<file path="src/rtl/hall_call_panel_if.sv">
// Service-report handshake between the elevator controller (master) and the
// hall call panel (slave).
interface hall_call_panel_if #(
  parameter int FLOOR_BITS = 4
);
  logic                  serve_valid;
  logic [FLOOR_BITS-1:0] serve_floor;
  logic                  serve_up;
  logic                  serve_down;
  logic                  serve_ack;

  modport master (
    output serve_valid, serve_floor, serve_up, serve_down,
    input  serve_ack
  );

  modport slave (
    input  serve_valid, serve_floor, serve_up, serve_down,
    output serve_ack
  );
endinterface

</file>
<file path="src/rtl/hall_call_panel.sv">
// Hall call panel: synchronizes and qualifies hall buttons into sticky up/down
// requests cleared by acked service reports. Define HALL_DEBOUNCE_EN for debounce counters.
module hall_call_panel #(
  parameter int NUM_FLOORS      = 10,
  parameter int FLOOR_BITS      = $clog2(NUM_FLOORS),
  parameter int DEBOUNCE_CYCLES = 4
) (
  input  logic                  clk,
  input  logic                  resetN,
  input  logic [NUM_FLOORS-1:0] up_btn_i,
  input  logic [NUM_FLOORS-1:0] down_btn_i,
  hall_call_panel_if.slave      serve,
  output logic [NUM_FLOORS-1:0] upreq_o,
  output logic [NUM_FLOORS-1:0] downreq_o,
  output logic                  pending_o
);

  localparam int NB = 2 * NUM_FLOORS;
  localparam logic [NUM_FLOORS-1:0] UP_MASK = {1'b0, {(NUM_FLOORS-1){1'b1}}};
  localparam logic [NUM_FLOORS-1:0] DN_MASK = {{(NUM_FLOORS-1){1'b1}}, 1'b0};

  if (DEBOUNCE_CYCLES < 1 || DEBOUNCE_CYCLES > 15) begin : g_bad_debounce
    $error("hall_call_panel: DEBOUNCE_CYCLES must be in 1..15");
  end

  logic [NB-1:0] btn;
  logic [NB-1:0] fire;

  assign btn = {down_btn_i, up_btn_i};

  genvar gi;
  generate
    for (gi = 0; gi < NB; gi++) begin : g_btn
      logic s1_q;
      logic s2_q;
      logic armed_q;
      logic armed_d;
      logic qual;

`ifdef HALL_DEBOUNCE_EN
      logic [3:0] cnt_q;
      logic [3:0] cnt_d;

      assign qual = s2_q && (cnt_q == 4'(DEBOUNCE_CYCLES - 1));

      always_comb begin
        cnt_d = cnt_q;
        if (!s2_q) begin
          cnt_d = 4'd0;
        end else if (cnt_q != 4'(DEBOUNCE_CYCLES)) begin
          cnt_d = cnt_q + 4'd1;
        end
      end

      always_ff @(posedge clk) begin
        if (resetN) begin
          cnt_q <= 4'd0;
        end else begin
          cnt_q <= cnt_d;
        end
      end
`else
      assign qual = s2_q;
`endif

      // A held button fires once; armed only returns once the synchronized level drops.
      always_comb begin
        armed_d = armed_q;
        if (!s2_q) begin
          armed_d = 1'b1;
        end else if (qual) begin
          armed_d = 1'b0;
        end
      end

      assign fire[gi] = qual && armed_q;

      always_ff @(posedge clk) begin
        if (resetN) begin
          s1_q    <= 1'b0;
          s2_q    <= 1'b0;
          armed_q <= 1'b1;
        end else begin
          s1_q    <= btn[gi];
          s2_q    <= s1_q;
          armed_q <= armed_d;
        end
      end
    end
  endgenerate

  logic                  take;
  logic                  ack_q;
  logic                  pending_q;
  logic [NUM_FLOORS-1:0] clr_up;
  logic [NUM_FLOORS-1:0] clr_dn;
  logic [NUM_FLOORS-1:0] upreq_q;
  logic [NUM_FLOORS-1:0] upreq_d;
  logic [NUM_FLOORS-1:0] downreq_q;
  logic [NUM_FLOORS-1:0] downreq_d;

  // A report is only taken when no ack is outstanding, so reports complete every other cycle at most.
  assign take = serve.serve_valid && !ack_q;

  generate
    for (gi = 0; gi < NUM_FLOORS; gi++) begin : g_clr
      logic hit;
      assign hit        = take && (serve.serve_floor == FLOOR_BITS'(gi));
      assign clr_up[gi] = hit && serve.serve_up;
      assign clr_dn[gi] = hit && serve.serve_down;
    end
  endgenerate

  always_comb begin
    upreq_d   = (upreq_q   | fire[NUM_FLOORS-1:0])  & ~clr_up & UP_MASK;
    downreq_d = (downreq_q | fire[NB-1:NUM_FLOORS]) & ~clr_dn & DN_MASK;
  end

  always_ff @(posedge clk) begin
    if (resetN) begin
      upreq_q   <= '0;
      downreq_q <= '0;
      ack_q     <= 1'b0;
      pending_q <= 1'b0;
    end else begin
      upreq_q   <= upreq_d;
      downreq_q <= downreq_d;
      ack_q     <= take;
      pending_q <= |(upreq_d | downreq_d);
    end
  end

  assign upreq_o         = upreq_q;
  assign downreq_o       = downreq_q;
  assign pending_o       = pending_q;
  assign serve.serve_ack = ack_q;

endmodule

</file>
<file path="src/flat_wrapper.sv">
// flat-port wrapper written by rule: the top's interface ports become plain ports
module hall_call_panel_flat 
#(
  parameter int NUM_FLOORS      = 10,
  parameter int FLOOR_BITS      = $clog2(NUM_FLOORS),
  parameter int DEBOUNCE_CYCLES = 4
)
  (clk, resetN, up_btn_i, down_btn_i, upreq_o, downreq_o, pending_o, serve_serve_valid, serve_serve_floor, serve_serve_up, serve_serve_down, serve_serve_ack);
  hall_call_panel_if #(.FLOOR_BITS(FLOOR_BITS)) serve_i ();
  input  logic clk;
  input  logic resetN;
  input  logic [NUM_FLOORS-1:0] up_btn_i;
  input  logic [NUM_FLOORS-1:0] down_btn_i;
  output logic [NUM_FLOORS-1:0] upreq_o;
  output logic [NUM_FLOORS-1:0] downreq_o;
  output logic pending_o;
  input wire logic [$bits(serve_i.serve_valid)-1:0] serve_serve_valid;
  input wire logic [$bits(serve_i.serve_floor)-1:0] serve_serve_floor;
  input wire logic [$bits(serve_i.serve_up)-1:0] serve_serve_up;
  input wire logic [$bits(serve_i.serve_down)-1:0] serve_serve_down;
  output wire logic [$bits(serve_i.serve_ack)-1:0] serve_serve_ack;
  assign serve_i.serve_valid = serve_serve_valid;
  assign serve_i.serve_floor = serve_serve_floor;
  assign serve_i.serve_up = serve_serve_up;
  assign serve_i.serve_down = serve_serve_down;
  assign serve_serve_ack = serve_i.serve_ack;
  hall_call_panel #(.NUM_FLOORS(NUM_FLOORS), .FLOOR_BITS(FLOOR_BITS), .DEBOUNCE_CYCLES(DEBOUNCE_CYCLES)) u_core (.clk(clk), .resetN(resetN), .up_btn_i(up_btn_i), .down_btn_i(down_btn_i), .serve(serve_i), .upreq_o(upreq_o), .downreq_o(downreq_o), .pending_o(pending_o));
endmodule
</file>
<file path="config.mk">
export PLATFORM = sky130hd
export DESIGN_NAME = hall_call_panel_flat
export DESIGN_NICKNAME = d
export VERILOG_FILES = /design/src/rtl/hall_call_panel_if.sv /design/src/rtl/hall_call_panel.sv /design/src/flat_wrapper.sv
export SDC_FILE = /design/constraint.sdc
export NUM_CORES = 1
export LEC_CHECK = 0
export ABC_CLOCK_PERIOD_IN_PS = 1840
export BUFFER_PORTS_ARGS = -buffer_cell sky130_fd_sc_hd__buf_2
export CAP_MARGIN = 20
export CORE_ASPECT_RATIO = 0.8
export CORE_UTILIZATION = 53
export CTS_BUF_LIST = sky130_fd_sc_hd__clkbuf_16
export CTS_CLUSTER_SIZE = 28
export DETAILED_ROUTE_END_ITERATION = 12
export PLACE_DENSITY_LB_ADDON = 0.08
export SYNTH_ARGS = -nofsm -noshare
export SYNTH_HDL_FRONTEND = slang
export SYNTH_SLANG_ARGS = --single-unit
</file>
<file path="constraint.sdc">
create_clock -name clk -period 1.84 [get_ports clk]
set_input_delay 0.092 -clock clk [delete_from_list [all_inputs] [get_ports clk]]
set_output_delay 0.092 -clock clk [all_outputs]
set_load 0.005 [all_outputs]
</file>
* Word level (Yosys, flattened, before mapping)
Cells that the tools add are included. Widths: inputs -> output; s select.
Cells by class: mux-type cells 19, shift-type cells 0, multipliers 0, order comparisons 0, div/mod/pow operators 0, equality and inequality tests 9, reduce and logical (&&, ||, !) cells 52, $add $sub $neg 0, bitwise operators 7
Operators by type and width (count):
- $logic_and 1x1->1 | 49
- $mux 1 | 19
- $eq 4x3->1 const B | 4
- $and 10x10->10 | 1
- $not 10->10 | 1
- $or 10x10->10 | 1
- $or 9x10->10 | 1
- $reduce_or 10->1 | 1
- $and 9x9->9 | 1
- $not 9->9 | 1
- $or 9x9->9 | 1
- $eq 4x2->1 const B | 2
- $eq 4x4->1 const B | 2
- $eq 4x1->1 const B | 1
- $logic_not 4->1 | 1
- $logic_not 1->1 | 1
Word-level totals: flip-flop bits (word level) 78, output and inout bits 22, bits in latches 0, input port bits 29, memory bits (read-only) 0, word-level logic and storage cells 149, memories kept 0, memory bits (writable) 0

* Logic depth before layout (Yosys ltp)
depth in word-level cells 8, depth in mapped cells 7, depth with buffers taken out 5

* Least setup slack after synthesis
Ideal clock, no wire load.
kind register to register, from register u_core.ack_q (netlist: u_core.serve.serve_ack), to register u_core.pending_q (netlist: u_core.pending_o), slack 0.271 ns, library setup time 0.138 ns, cell stages (with the launch flop) 6, clock period less this slack 1.569 ns, data required time 1.702 ns, buffers on the path 0, arrival time 1.431 ns, cell sequence dfxtp_1 -> and4bb_2 -> a31oi_1 -> or3_1 -> nor4_2 -> a41oi_1
On the way: longest elaborated chain between the ends 8, elaborated cells between the ends (all ways) 36, classes of those cells bitwise (5); reduce/logical (31)
RTL lines:
- from (decl) | RTL line hall_call_panel.sv:93 | logic ack_q;
- from (signal assigned) | RTL line hall_call_panel.sv:128 | ack_q <= take;
- $logic_not 1->1 * | RTL line hall_call_panel.sv:103 | assign take = serve.serve_valid && !ack_q;
- $logic_and 1x1->1 * | RTL line hall_call_panel.sv:103
- $logic_and 1x1->1 | RTL line hall_call_panel.sv:108 | assign hit = take && (serve.serve_floor == FLOOR_BITS'(gi));
- $logic_and 1x1->1, on equally long branches | RTL line hall_call_panel.sv:109, hall_call_panel.sv:110
- $not 9->9 or $not 10->10 (tied branches) | RTL line hall_call_panel.sv:115, hall_call_panel.sv:116
- $and 9x9->9 or $and 10x10->10 (tied branches) | RTL line hall_call_panel.sv:115, hall_call_panel.sv:116
- $or 9x10->10 * | RTL line hall_call_panel.sv:129 | pending_q <= |(upreq_d | downreq_d);
- $reduce_or 10->1 * | RTL line hall_call_panel.sv:129
- to (signal assigned) | RTL line hall_call_panel.sv:129
- to (decl) | RTL line hall_call_panel.sv:94 | logic pending_q;
Mark *: on every way between the ends. The rest lies on a longest branch, timed or not. A chain may end at the register's enable or synchronous reset.

* Worst setup path after layout
Same ends and word-level chain as after synthesis.

==> summary.txt <==
Outcome - complete, no violations
Gpl congestion - 0.834
Hpwl dp - 3040 um
Post-route setup slack - 0.189 ns
Area share of the largest cell type after synthesis - 61.2%
Deepest clock path buffer count - 2
Die Wd - 77.5 um
Max Freq - 606 MHz
CP startpoint kind - register
Ant. Diodes - 0
Post-synth EDFFs - 0
Most frequent cells in the layout - 74 x dfxtp_1, 46 x buf_2, 38 x nor2b_1
Mapped cell area - 2420 um2
Reg-to-Reg End - u_core.pending_o$_SDFF_PP0_
Initial DRC count - 58
Largest net degree at the start of global routing - 25
Syn Inst Count - 223
Synth warn - 0
Leak - 1.30 nW
Post-layout nets - 318
Top cells by area, synth - dfxtp_1 61%, nor2b_1 9.8%, nand2b_1 5.2%
Total congestion overflow - 0
CP Buf/Inv Count - 0
Post-synth top area cell - dfxtp_1
Peak supply drop - 0.000757 V
Sink Count - 74
Place WS - 0.198 ns
Synth cell types - 33
Vias - 1718
Commonest non-fill, non-tap cell in the layout - dfxtp_1
Vias in the first global route - 1746
Final min period - 1.65 ns
Num ports - 51
Synth Register Bits - 74
Antenna viol nets, final - 0
Crit-path slowest cell - or3_1
CP Cell Sequence - and4bb_2 -> a31oi_1 -> or3_1 -> nor4_2 -> a41oi_1
Internal power - 2.69 mW
Routed WL - 4650 um
Core Area - 4280 um2
First-pass GRT wire length - 7910 um
Hold Path Sink - u_core.g_btn[5].s1_q$_SDFF_PP0_
Worst Min Path Start - up_btn_i[5]
WS Path Type - register to register
Via/cell ratio - 4.95
Slew Limit Fails - 0
CP Data Arrival Time - 1.83 ns
GRT Total Usage - 21.7%
Die ar. - 4840 um2
Clock-pin slew on the worst setup and hold paths - 0.05 ns
Clock skew - 0.00444 ns
Post-synth top flop - dfxtp_1
Sw Ratio - 20.9%
Family with the most delay on the worst path - simple AND/OR/NAND/NOR gates
DRC Markers - 0
Layout cell share with drive strength beyond 1 - 23.8%
Final Setup Violations - 0
RSZ-0062 raised after global routing - no
Gate power share - 8.3%
Area delta synth->final - 27.8%
Pwr dens - 1100 nW/um2
Chip height - 62.4 um
Initial antenna violation count - 0
CTS tree - done
Crit Path Max Fanout - 6
Syn_area_per_cell - 10.9 um2
Switching power total - 0.712 mW
TNS Setup - 0 ns
CTS buffer count - 9
Hold crit path type - input pin to register
Buffers added on ports - 46
Root buf cell - clkbuf_16
Starting Density - 56.5%
Hold path cells - 2
Sequential area share after synthesis - 61.2%
Clk_lat worst skew - 0.32 ns
Final hold viol count - 0
DR pass1 iterations - 4
Worst EP required - 2.02 ns
Drt wl/cell - 13.4 um
Period utilization - 89.7%
R2R Setup Slk - 0.19 ns
Clock power share - 41.6%
FF-to-FF path depth - 5
Seq pwr share - 50.1%
Reg2reg start - u_core.serve.serve_ack$_SDFF_PP0_
Max-cap viol count - 0
Row count - 21
Ys async rst share - 0%
Post-CTS Resized - 0
Max incr delay on CP - 0.39 ns
Htree depth - 3
Critical Path End Type - register
## power by group through the flow
stage	Sequential, mW	Clock (mW)	Combinational (mW)
after CTS	1.70	1.44	0.280
after detailed placement	1.74	0	0.252
after floorplan	1.73	0	0.161
final	1.70	1.41	0.281
after global placement	1.74	0	0.248
after global routing	1.71	1.51	0.314
## metal layers
| layer | GRT usage [%] | vias to the layer above | routed length (um) |
|---|---|---|---|
| li1 | - | 883 | - |
| met1 | 25.9 | 779 | 2140 |
| met2 | 36.0 | 47 | 2180 |
| met3 | 7.88 | 9 | 261 |
| met4 | 7.78 | 0 | 65 |
| met5 | 0 | - | 0 |
## stage by stage
step	std cells	util, %	total power, mW	area [um2]	hold WS [ns]
global placement	319	62.9	1.98	2700	0.299
detailed placement	319	62.9	1.99	2700	0.304
floorplan	224	-	1.89	2420	0.209
finish	347	72.2	3.40	3090	0.00431
global route	347	72.2	3.54	3090	0.00417
CTS	347	72.2	3.43	3090	0.00119
## what timing repair did
item / CTS / global route
setup buffers: 0 / 0
hold buffers: 16 / 0
hold endpoints to repair: 16 / 0
## how the worst max path moves through the flow
| stage | from | endpoint | slack, ns | cells after the start |
|---|---|---|---|---|
| after global placement | u_core.serve.serve_ack$_SDFF_PP0_ | u_core.pending_o$_SDFF_PP0_ | 0.22 | 5 |
| after CTS | u_core.serve.serve_ack$_SDFF_PP0_ | u_core.pending_o$_SDFF_PP0_ | 0.19 | 5 |
| final | u_core.serve.serve_ack$_SDFF_PP0_ | u_core.pending_o$_SDFF_PP0_ | 0.19 | 5 |
| after floorplan | u_core.serve.serve_ack$_SDFF_PP0_ | u_core.pending_o$_SDFF_PP0_ | 0.27 | 5 |
| after detailed placement | u_core.serve.serve_ack$_SDFF_PP0_ | u_core.pending_o$_SDFF_PP0_ | 0.20 | 5 |
| after global routing | u_core.serve.serve_ack$_SDFF_PP0_ | u_core.pending_o$_SDFF_PP0_ | 0.07 | 5 |
## worst reg2reg max path, stage by stage, from the launching register on
cell	delay (ns)
dfxtp_1	0.33
and4bb_2	0.32
a31oi_1	0.10
or3_1	0.39
nor4_2	0.25
a41oi_1	0.12
## registers in the layout (all words and copies together) (netlist names)
register,count
u_core.serve.serve_ack,1
u_core.g_btn.s1_q,18
u_core.downreq_o,9
u_core.g_btn.qual,18
u_core.upreq_o,9
u_core.g_btn.armed_q,18
u_core.pending_o,1
## logic make-up (layout without fill, tap and decap cells)
kind of cell / Yosys count / in the layout / synth area share, %
AOI/OAI and AO/OA: 46 / 46 / 12.5
buffers and inverters: 13 / 79 / 2.79
DFF: 74 / 74 / 61.2
muxes: 3 / 3 / 1.29
other: 1 / 2 / 0.155
and+or+nand+nor: 86 / 86 / 22.0
## final cells by class
type                       count  area (um2)
fill                         319        1190
clock inverter                 3        11.3
clock buffer                   9         225
multi-input combinational    137         875
sequential                    74        1480
tap                           57        71.3
timing repair buffer          67         428
## synthesized netlist by cell type, types with 2 or more instances
| library cell | number |
|---|---|
| a31o_2 | 5 |
| mux2i_1 | 2 |
| nand2_1 | 4 |
| a311oi_1 | 2 |
| dfxtp_1 | 74 |
| a21o_1 | 2 |
| a211oi_1 | 8 |
| nor3b_1 | 2 |
| buf_4 | 3 |
| nand3_1 | 5 |
| and2_1 | 2 |
| nor2_1 | 8 |
| nor2b_1 | 38 |
| nand2b_1 | 20 |
| clkbuf_1 | 9 |
| and4bb_2 | 2 |
| a21oi_1 | 21 |
No activity file was read; power rests on OpenSTA's default activity.
